[src/rtl/fetch_branch_unit.sv]
// fetch_branch_unit: program-counter owner for the multicycle core.
// Fetches through a ready handshake, hands each instruction to the
// executor, resolves branches from N/V/Z, and stops on halt or on a
// memory watchdog timeout.
// Optional feature macro: LINK_EN (BL/BLX write the return address to R7).
// Assumes WAIT_W >= 2.
module fetch_branch_unit #(
  parameter int ADDR_W   = 9,
  parameter int INSTR_W  = 16,
  parameter int RESET_PC = 0,
  parameter int WAIT_W   = 4
) (
  input  logic               clk,
  input  logic               reset,
  output logic [ADDR_W-1:0]  mem_addr,
  output logic [1:0]         mem_cmd,
  input  logic               mem_ready,
  input  logic [INSTR_W-1:0] read_data,
  output logic [INSTR_W-1:0] ir,
  output logic               ir_valid,
  input  logic               exec_done,
  input  logic               br_req,
  input  logic [2:0]         br_cond,
  input  logic [1:0]         br_kind,
  input  logic [7:0]         br_off,
  input  logic [ADDR_W-1:0]  br_target,
  input  logic               N,
  input  logic               V,
  input  logic               Z,
  input  logic               halt,
  output logic [ADDR_W-1:0]  pc,
  output logic               link_we,
  output logic [ADDR_W-1:0]  link_data,
  output logic               halted,
  output logic               fault
);

  localparam logic [1:0]        CMD_IDLE  = 2'b00;
  localparam logic [1:0]        CMD_READ  = 2'b01;
  localparam logic [ADDR_W-1:0] PC_INIT   = ADDR_W'(RESET_PC);
  // The fault fires on the not-ready cycle that would make the counter all-ones.
  localparam logic [WAIT_W-1:0] WAIT_LAST = {{(WAIT_W-1){1'b1}}, 1'b0};

  typedef enum logic [2:0] {
    S_RST,
    S_FETCH,
    S_ISSUE,
    S_EXEC,
    S_HALT,
    S_FAULT
  } state_t;

  state_t               state_q;
  logic [ADDR_W-1:0]    pc_q;
  logic [INSTR_W-1:0]   ir_q;
  logic [WAIT_W-1:0]    wait_q;
  logic [1:0]           mem_cmd_q;
  logic                 ir_valid_q;
  logic                 halted_q;
  logic                 fault_q;
  logic                 link_we_q;
  logic [ADDR_W-1:0]    link_data_q;

  logic                 cond_taken;
  logic                 br_taken;
  logic                 do_link;
  logic [ADDR_W-1:0]    off_sext;
  logic [ADDR_W-1:0]    br_pc_d;

`ifdef LINK_EN
  assign do_link = br_kind[1];
`else
  // Without the link feature BL/BLX degrade to their plain branch forms.
  logic kind_link_unused;
  assign kind_link_unused = br_kind[1];
  assign do_link          = 1'b0;
`endif

  // Condition decode from the ALU flags; reserved codes are never taken.
  always_comb begin
    cond_taken = 1'b0;
    case (br_cond)
      3'b000:  cond_taken = 1'b1;
      3'b001:  cond_taken = Z;
      3'b010:  cond_taken = ~Z;
      3'b011:  cond_taken = N ^ V;
      3'b100:  cond_taken = (N ^ V) | Z;
      default: cond_taken = 1'b0;
    endcase
  end

  // Register-target kinds ignore the condition and always branch.
  assign br_taken = br_kind[0] | cond_taken;
  assign off_sext = ADDR_W'($signed(br_off));
  assign br_pc_d  = br_kind[0] ? br_target : (pc_q + off_sext);

  // Control FSM with registered outputs; mem_cmd is set on the edge entering FETCH.
  always_ff @(posedge clk) begin
    if (reset) begin
      state_q     <= S_RST;
      pc_q        <= PC_INIT;
      ir_q        <= '0;
      wait_q      <= '0;
      mem_cmd_q   <= CMD_IDLE;
      ir_valid_q  <= 1'b0;
      halted_q    <= 1'b0;
      fault_q     <= 1'b0;
      link_we_q   <= 1'b0;
      link_data_q <= '0;
    end else begin
      ir_valid_q <= 1'b0;
      link_we_q  <= 1'b0;
      case (state_q)
        S_RST: begin
          state_q   <= S_FETCH;
          mem_cmd_q <= CMD_READ;
        end
        S_FETCH: begin
          if (mem_ready) begin
            ir_q       <= read_data;
            pc_q       <= pc_q + ADDR_W'(1);
            wait_q     <= '0;
            ir_valid_q <= 1'b1;
            mem_cmd_q  <= CMD_IDLE;
            state_q    <= S_ISSUE;
          end else begin
            wait_q <= wait_q + WAIT_W'(1);
            if (wait_q == WAIT_LAST) begin
              fault_q   <= 1'b1;
              mem_cmd_q <= CMD_IDLE;
              state_q   <= S_FAULT;
            end
          end
        end
        S_ISSUE: begin
          state_q <= S_EXEC;
        end
        S_EXEC: begin
          if (exec_done) begin
            if (halt) begin
              halted_q <= 1'b1;
              state_q  <= S_HALT;
            end else begin
              if (br_req && br_taken) begin
                pc_q <= br_pc_d;
                if (do_link) begin
                  link_we_q   <= 1'b1;
                  link_data_q <= pc_q;
                end
              end
              mem_cmd_q <= CMD_READ;
              state_q   <= S_FETCH;
            end
          end
        end
        S_HALT, S_FAULT: begin
          mem_cmd_q <= CMD_IDLE;
        end
        default: begin
          mem_cmd_q <= CMD_IDLE;
          state_q   <= S_RST;
        end
      endcase
    end
  end

  assign mem_addr  = pc_q;
  assign mem_cmd   = mem_cmd_q;
  assign pc        = pc_q;
  assign ir        = ir_q;
  assign ir_valid  = ir_valid_q;
  assign halted    = halted_q;
  assign fault     = fault_q;
  assign link_we   = link_we_q;
  assign link_data = link_data_q;

endmodule

[config.mk]
export PLATFORM = sky130hd
export DESIGN_NAME = fetch_branch_unit
export DESIGN_NICKNAME = d
export VERILOG_FILES = /design/src/rtl/fetch_branch_unit.sv
export SDC_FILE = /design/constraint.sdc
export NUM_CORES = 1
export LEC_CHECK = 0
export BUFFER_PORTS_ARGS = -buffer_cell sky130_fd_sc_hd__buf_2
export CORE_MARGIN = 4
export CORE_UTILIZATION = 45
export DETAILED_ROUTE_END_ITERATION = 6
export GPL_TIMING_DRIVEN = 1
export PLACE_DENSITY_LB_ADDON = 0.2
export SLEW_MARGIN = 10
export SYNTH_ARGS = -nofsm -noshare
export SYNTH_HDL_FRONTEND = slang
export SYNTH_SLANG_ARGS = --single-unit
[constraint.sdc]
create_clock -name clk -period 4.11 [get_ports clk]
set_clock_uncertainty 0.15 [all_clocks]
set_input_delay 0.2055 -clock clk [delete_from_list [all_inputs] [get_ports clk]]
set_output_delay 0.2055 -clock clk [all_outputs]
set_load 0.05 [all_outputs]
==> results of run 1 <==
-- area by class of cell --
cell class	count	area share
multi-input combinational	234	0.477
sequential	36	0.244
timing repair buffer	99	0.194
clock buffer	7	0.0327
tap	70	0.0297
inverter	9	0.0115
clock inverter	1	0.0102
-- cell usage in the layout, fill, tap and decap left out, types with 3 or more instances in the layout --
master         count
nor2_1            21
clkbuf_8           7
nor2b_1            3
o211ai_1           5
nand3_1           12
a21oi_1           37
o31ai_1            3
and3_1             4
nor3_1             8
ha_1              11
a31oi_1            5
a211o_1            3
nand2b_1           4
inv_1              9
a211oi_1           3
conb_1            11
dfxtp_1           36
nand2_1           44
dlygate4sd3_1     15
buf_2             83
o21ai_0           11
a22oi_1            3
-- cell usage after synthesis (3+ instances only) --
cell type / count
nand3_1: 12
a21oi_1: 37
a31oi_1: 5
dfxtp_1: 36
buf_4: 21
nor2b_1: 3
o211ai_1: 5
inv_1: 9
nor2_1: 21
nand2_1: 44
nor3_1: 8
o31ai_1: 3
a22oi_1: 3
buf_2: 8
a211o_1: 3
buf_1: 3
clkbuf_1: 7
o21ai_0: 11
ha_1: 11
a211oi_1: 3
and3_1: 4
nand2b_1: 4
-- stage by stage --
stage               std cells  total power, mW
finish                    456            0.932
global route              456            0.977
CTS                       456            0.945
detailed placement        433            0.589
global placement          433            0.586
floorplan                 318            0.546
-- sequential cells by signal, summed over array words and instances, names as in the netlist --
| signal | cells |
|---|---|
| ir_valid | 1 |
| halted | 1 |
| fault | 1 |
| mem_addr | 9 |
| state_q | 3 |
| ir | 16 |
| mem_cmd | 1 |
| wait_q | 4 |
-- timing repair --
action | in CTS | in global routing
hold buffers | 15 | 0
endpoints found under the hold margin | 15 | 0
gates resized for setup | 0 | 0
-- cells by family after synthesis --
family	Yosys count	share of synthesized area
simple gates	113	0.229
compound gates	92	0.255
buf+inv	48	0.115
flops	36	0.307
fa+ha+maj	12	0.0672
xor+xnor	3	0.0112
mux	3	0.0133
other cells	1	0.00160
-- power by group --
| group | total (mW) | internal [mW] | switching (mW) |
|---|---|---|---|
| registers | 0.377 | 0.363 | 0.0134 |
| logic | 0.215 | 0.0706 | 0.144 |
| clock network | 0.340 | 0.214 | 0.126 |
| total | 0.932 | 0.648 | 0.284 |
-- metal layers --
layer  GRT usage  routed length [um]  vias to the layer above
li1            -                   -                     1224
met1       0.239                2640                     1093
met2       0.305                2780                       63
met3      0.0415                 333                        6
met4      0.0557                  70                        0
met5           0                   0                        -
-- worst register-to-register path: cells and delay by family (launching register included) --
| family | cells | cell delay (ns) |
|---|---|---|
| AND/OR/NAND/NOR | 3 | 1.10 |
| flip-flops | 1 | 0.45 |
| AO/OA/AOI/OAI | 2 | 0.25 |
| buffers and inverters | 1 | 0.39 |
-- how the worst min path moves through the flow --
stage                                   from            endpoint  slack [ns]  depth (start not counted)
final                           read_data[7]  ir[7]$_SDFFE_PP0P_       0.007                          3
after global routing            read_data[7]  ir[7]$_SDFFE_PP0P_       0.004                          3
after CTS                       read_data[7]  ir[7]$_SDFFE_PP0P_      0.0003                          3
after detailed placement  fault$_SDFFE_PP0P_  fault$_SDFFE_PP0P_        0.29                          2
after global placement    fault$_SDFFE_PP0P_  fault$_SDFFE_PP0P_        0.28                          2
after floorplan                 read_data[0]  ir[0]$_SDFFE_PP0P_        0.19                          2
==> reports/qor.txt, run 1 <==
Startpoint Class = flop
WP data arrival = 2.47 ns
WS Path Type = reg2reg
Worst Setup EP = mem_addr[8]$_SDFFE_PP0P_
Area post-placement = 0.00267 sq mm
Vias in the first global route = 2112
Max cap viols = 0
Core Region = 0.00507 sq mm
Via/cell ratio = 5.23
Fin util = 0.581
Routed wire per std cell = 12.8 um
Worst reg2reg path endpoint = mem_addr[8]$_SDFFE_PP0P_
Final Hold Viols = 0
Worst r2r path cells = 6
Global route total overflow = 0
Syn-to-layout area delta = 25.8%
CTS tree = done
Setup slack at placement = 1.60 ns
Reg2reg setup slack = 1.62 ns
Post-detail-place hpwl = 4100 um
Leak pwr = 1.29 nW
Mapped Area = 0.00234 sq mm
HP Class = in2reg
Crit path largest cell delay = 0.45 ns
Worst VDD drop = 0.000245 V
CP Max Fanout = 19
Post-CTS setup buffer count = 0
Final slew viol count = 0
TritonCTS buffer count = 5
Number of synthesis warnings = 0
Final Setup Violations = 0
DRT iter0 DRCs = 99
Synth Register Bits = 36
DIE AREA = 0.00643 sq mm
Remaining antenna violation count = 0
Worst slew margin = 0.331
I/O pins = 96
Clock tree buffer depth = 2
Clk slew on worst S/H paths = 0.07 ns
Critical path's top delay family = simple AND/OR/NAND/NOR gates
Async SR Flop Fraction = 0
RSZ-0062 raised after global routing = no
Slack of the critical path = 1.62 ns
Port-buffer cells = 83
RR Startpoint = state_q[0]$_SDFFE_PP0P_
Largest net degree at the start of global routing = 40
Die X = 80.2 um
Fillers = 522
Levels on crit path = 6
Final hold slack = 0.00704 ns
DRT Wirelength = 5820 um
Initial Util = 0.462
Routed via count = 2386
First-pass GRT wire length = 9570 um
CP Cell Sequence = nor2b_1 > nand3_1 > buf_4 > or3_1 > a31oi_1 > a221oi_1
Largest area contributor in the netlist = dfxtp_1
Seq/Total Area, Yosys = 0.307
# diodes = 0
Slowest cell on the critical path = dfxtp_1
Post-Syn Instances = 308
GRT Total Usage = 0.185
DRC Markers = 0
Max Clk Rate = 402 MHz
CP startpoint = state_q[0]$_SDFFE_PP0P_
Yosys top cell area share = 0.307
Worst Tran Pin Value = 1.00 ns
TNS Setup = 0 ns
PwrDens = 316 mW/mm^2
CTS root buffer = clkbuf_8
Synth area leaders = dfxtp_1 (31%), a21oi_1 (7.9%), nand2_1 (7.0%)
Rows = 26
Status = finished, final reports clean
Primary FF master, synth = dfxtp_1
Critical path endpoint category = flop
Finished Cell Area = 0.00295 sq mm
Cell variety after synth = 56
Final Net Count = 444
EDFF count, synth = 0
Router iterations before antenna repair = 4
Clk_lat worst skew = 0.29 ns
Layout cell share with drive strength beyond 1 = 0.259
Htree depth = 2
WP buf/inv = 1
Multi-input gate area = 0.00141 sq mm
CP required = 4.09 ns
Register area = 721 sq um
Final min period = 2.49 ns
Initial antenna violation count = 0
Syn Area/Cell = 7.61 sq um
Clock Sink Count = 36
RD Place Congestion = 0.809
Die Ht = 80.2 um
Final period util = 0.605
No activity file was read; power rests on OpenSTA's default activity.
==> run 2: changes to the inputs <==
clock period = 2.3 ns   (was 4.11 ns; I/O delays follow)
==> run 2 against run 1 <==
Net effect: die area unchanged; critical endpoint unchanged; critical path type unchanged; critical path depth rose by 1; largest power group is now the clock network; sequential share of layout area decreased by 0.89 points; register-to-register slack worse by 1.5 ns.
==> reports/qor.txt, run 2 (same netlist as run 1, synthesis figures left out) <==
PwrDens = 582 mW/mm^2
Layout cell share with drive strength beyond 1 = 0.306
DRC Markers = 0
Global route total overflow = 0
Port-buffer cells = 83
CTS tree = done
Via/cell ratio = 5.23
WS Path Type = reg2reg
Startpoint Class = flop
CP Max Fanout = 4
Core Region = 0.00507 sq mm
Non-filler cells, final = 469
Commonest cells after routing, fill and taps aside = buf_2 (83), nand2_1 (44), a21oi_1 (37), dfxtp_1 (29), nor2_1 (21)
DRT iter0 DRCs = 198
RD Place Congestion = 0.875
Leak pwr = 1.37 nW
Initial Util = 0.462
Final Net Count = 457
DRT Wirelength = 6180 um
Initial antenna violation count = 0
Placed instance count = 445
Vias in the first global route = 2178
Clk slew on worst S/H paths = 0.07 ns
Remaining antenna violation count = 0
Max reg flops = 16
# diodes = 0
Final slew viol count = 0
GRT Total Usage = 0.194
Largest net degree at the start of global routing = 40
Max Clk Rate = 451 MHz
Die X = 80.2 um
Final period util = 0.964
Final Setup Violations = 0
Post-CTS setup buffer count = 0
Post-detail-place hpwl = 4360 um
Clock Sink Count = 36
Routed via count = 2455
Clk_lat worst skew = 0.29 ns
Htree depth = 2
RR Startpoint = mem_addr[0]$_SDFFE_PP0P_
Router iterations before antenna repair = 4
Worst reg2reg path endpoint = mem_addr[8]$_SDFFE_PP0P_
Worst VDD drop = 0.000476 V
Rows = 26
WP data arrival = 2.20 ns
Final Hold Viols = 0
HP Class = in2reg
Worst slew margin = 0.510
Commonest non-fill, non-tap cell in the layout = buf_2
Endpoint, Worst Hold = state_q[1]$_SDFFE_PP0P_
Hold Path Stages = 4
Die Ht = 80.2 um
RSZ-0062 raised after global routing = no
CP required = 2.28 ns
Syn-to-layout area delta = 32.6%
I/O pins = 96
CTS root buffer = clkbuf_8
Worst Tran Pin Value = 0.735 ns
Critical path endpoint category = flop
Max cap viols = 0
DIE AREA = 0.00643 sq mm
Worst r2r path cells = 7
Final min period = 2.22 ns
TritonCTS buffer count = 5
Hold Crit Start = exec_done
Finished Cell Area = 0.00311 sq mm
Clock tree buffer depth = 2
Routed wire per std cell = 13.2 um
First-pass GRT wire length = 9980 um
Status = finished, final reports clean
TNS Setup = 0 ns
Area post-placement = 0.00277 sq mm
Reg2reg setup slack = 0.08 ns
-- run 2: cell types whose count changed in the layout (fill, tap and decap cells not counted), sizes merged --
cell,previous run,this run
buf,84,96
dlygate4sd3,15,16
bufinv,1,2
clkbuf,7,6
-- run 2: per-layer routing --
layer | share of wire | vias to the layer above | GRT usage
met1 | 0.44 | 1117 | 0.255
met3 | 0.066 | 5 | 0.0426
met2 | 0.49 | 77 | 0.324
met5 | 0 | - | 0
li1 | - | 1256 | -
met4 | 0.0065 | 0 | 0.0405
-- run 2: critical path, cell delays in order, from the launching register on --
cell and delay [ns]:
dfxtp_4 0.34, ha_1 0.22, fa_2 0.38, a211oi_4 0.30, o211ai_1 0.15, and3_1 0.19
o31ai_2 0.23, a221oi_1 0.11
-- run 2: repair_timing --
action,in CTS,in global routing
endpoints found under the hold margin,16,0
endpoints found under the setup margin,0,4
gates resized for setup,0,6
hold buffers,16,0
-- run 2: area by class of cell --
| type | instances | area, sq um |
|---|---|---|
| fill | 470 | 1970 |
| clock buffer | 6 | 93.8 |
| timing repair buffer | 112 | 673 |
| inverter | 9 | 33.8 |
| multi-input combinational | 234 | 1430 |
| sequential | 36 | 732 |
| tap | 70 | 87.6 |
| clock inverter | 2 | 60.1 |
-- run 2: power breakdown --
part,switching (mW),internal (mW),total (mW)
clock,0.228,0.499,0.727
sequential,0.0227,0.649,0.672
combinational,0.268,0.141,0.410
total,0.519,1.29,1.81
-- run 2: worst max path at each step --
stage	from	to	slack, ns	depth (start not counted)
after global routing	mem_addr[0]$_SDFFE_PP0P_	mem_addr[8]$_SDFFE_PP0P_	0.002	7
final	mem_addr[0]$_SDFFE_PP0P_	mem_addr[8]$_SDFFE_PP0P_	0.08	7
after detailed placement	mem_addr[0]$_SDFFE_PP0P_	mem_addr[8]$_SDFFE_PP0P_	0.03	7
after CTS	mem_addr[0]$_SDFFE_PP0P_	mem_addr[8]$_SDFFE_PP0P_	0.03	7
after floorplan	mem_addr[0]$_SDFFE_PP0P_	mem_addr[6]$_SDFFE_PP0P_	0.02	7
after global placement	mem_addr[0]$_SDFFE_PP0P_	mem_addr[6]$_SDFFE_PP0P_	0.08	7
-- run 2: stage by stage --
| stage | power (mW) | hold WS [ns] | util | worst slack, ns |
|---|---|---|---|---|
| 6_report | 1.81 | 0.0570 | 0.612 | 0.0837 |
| 5_1_grt | 1.90 | 0.108 | 0.612 | 0.00167 |
| 4_1_cts | 1.82 | 0.0463 | 0.608 | 0.0341 |
| 3_5_place_dp | 1.07 | 0.211 | 0.547 | 0.0298 |
| 3_3_place_gp | 1.06 | 0.206 | 0.547 | 0.0760 |
| 2_1_floorplan | 0.977 | 0.101 | - | 0.0204 |
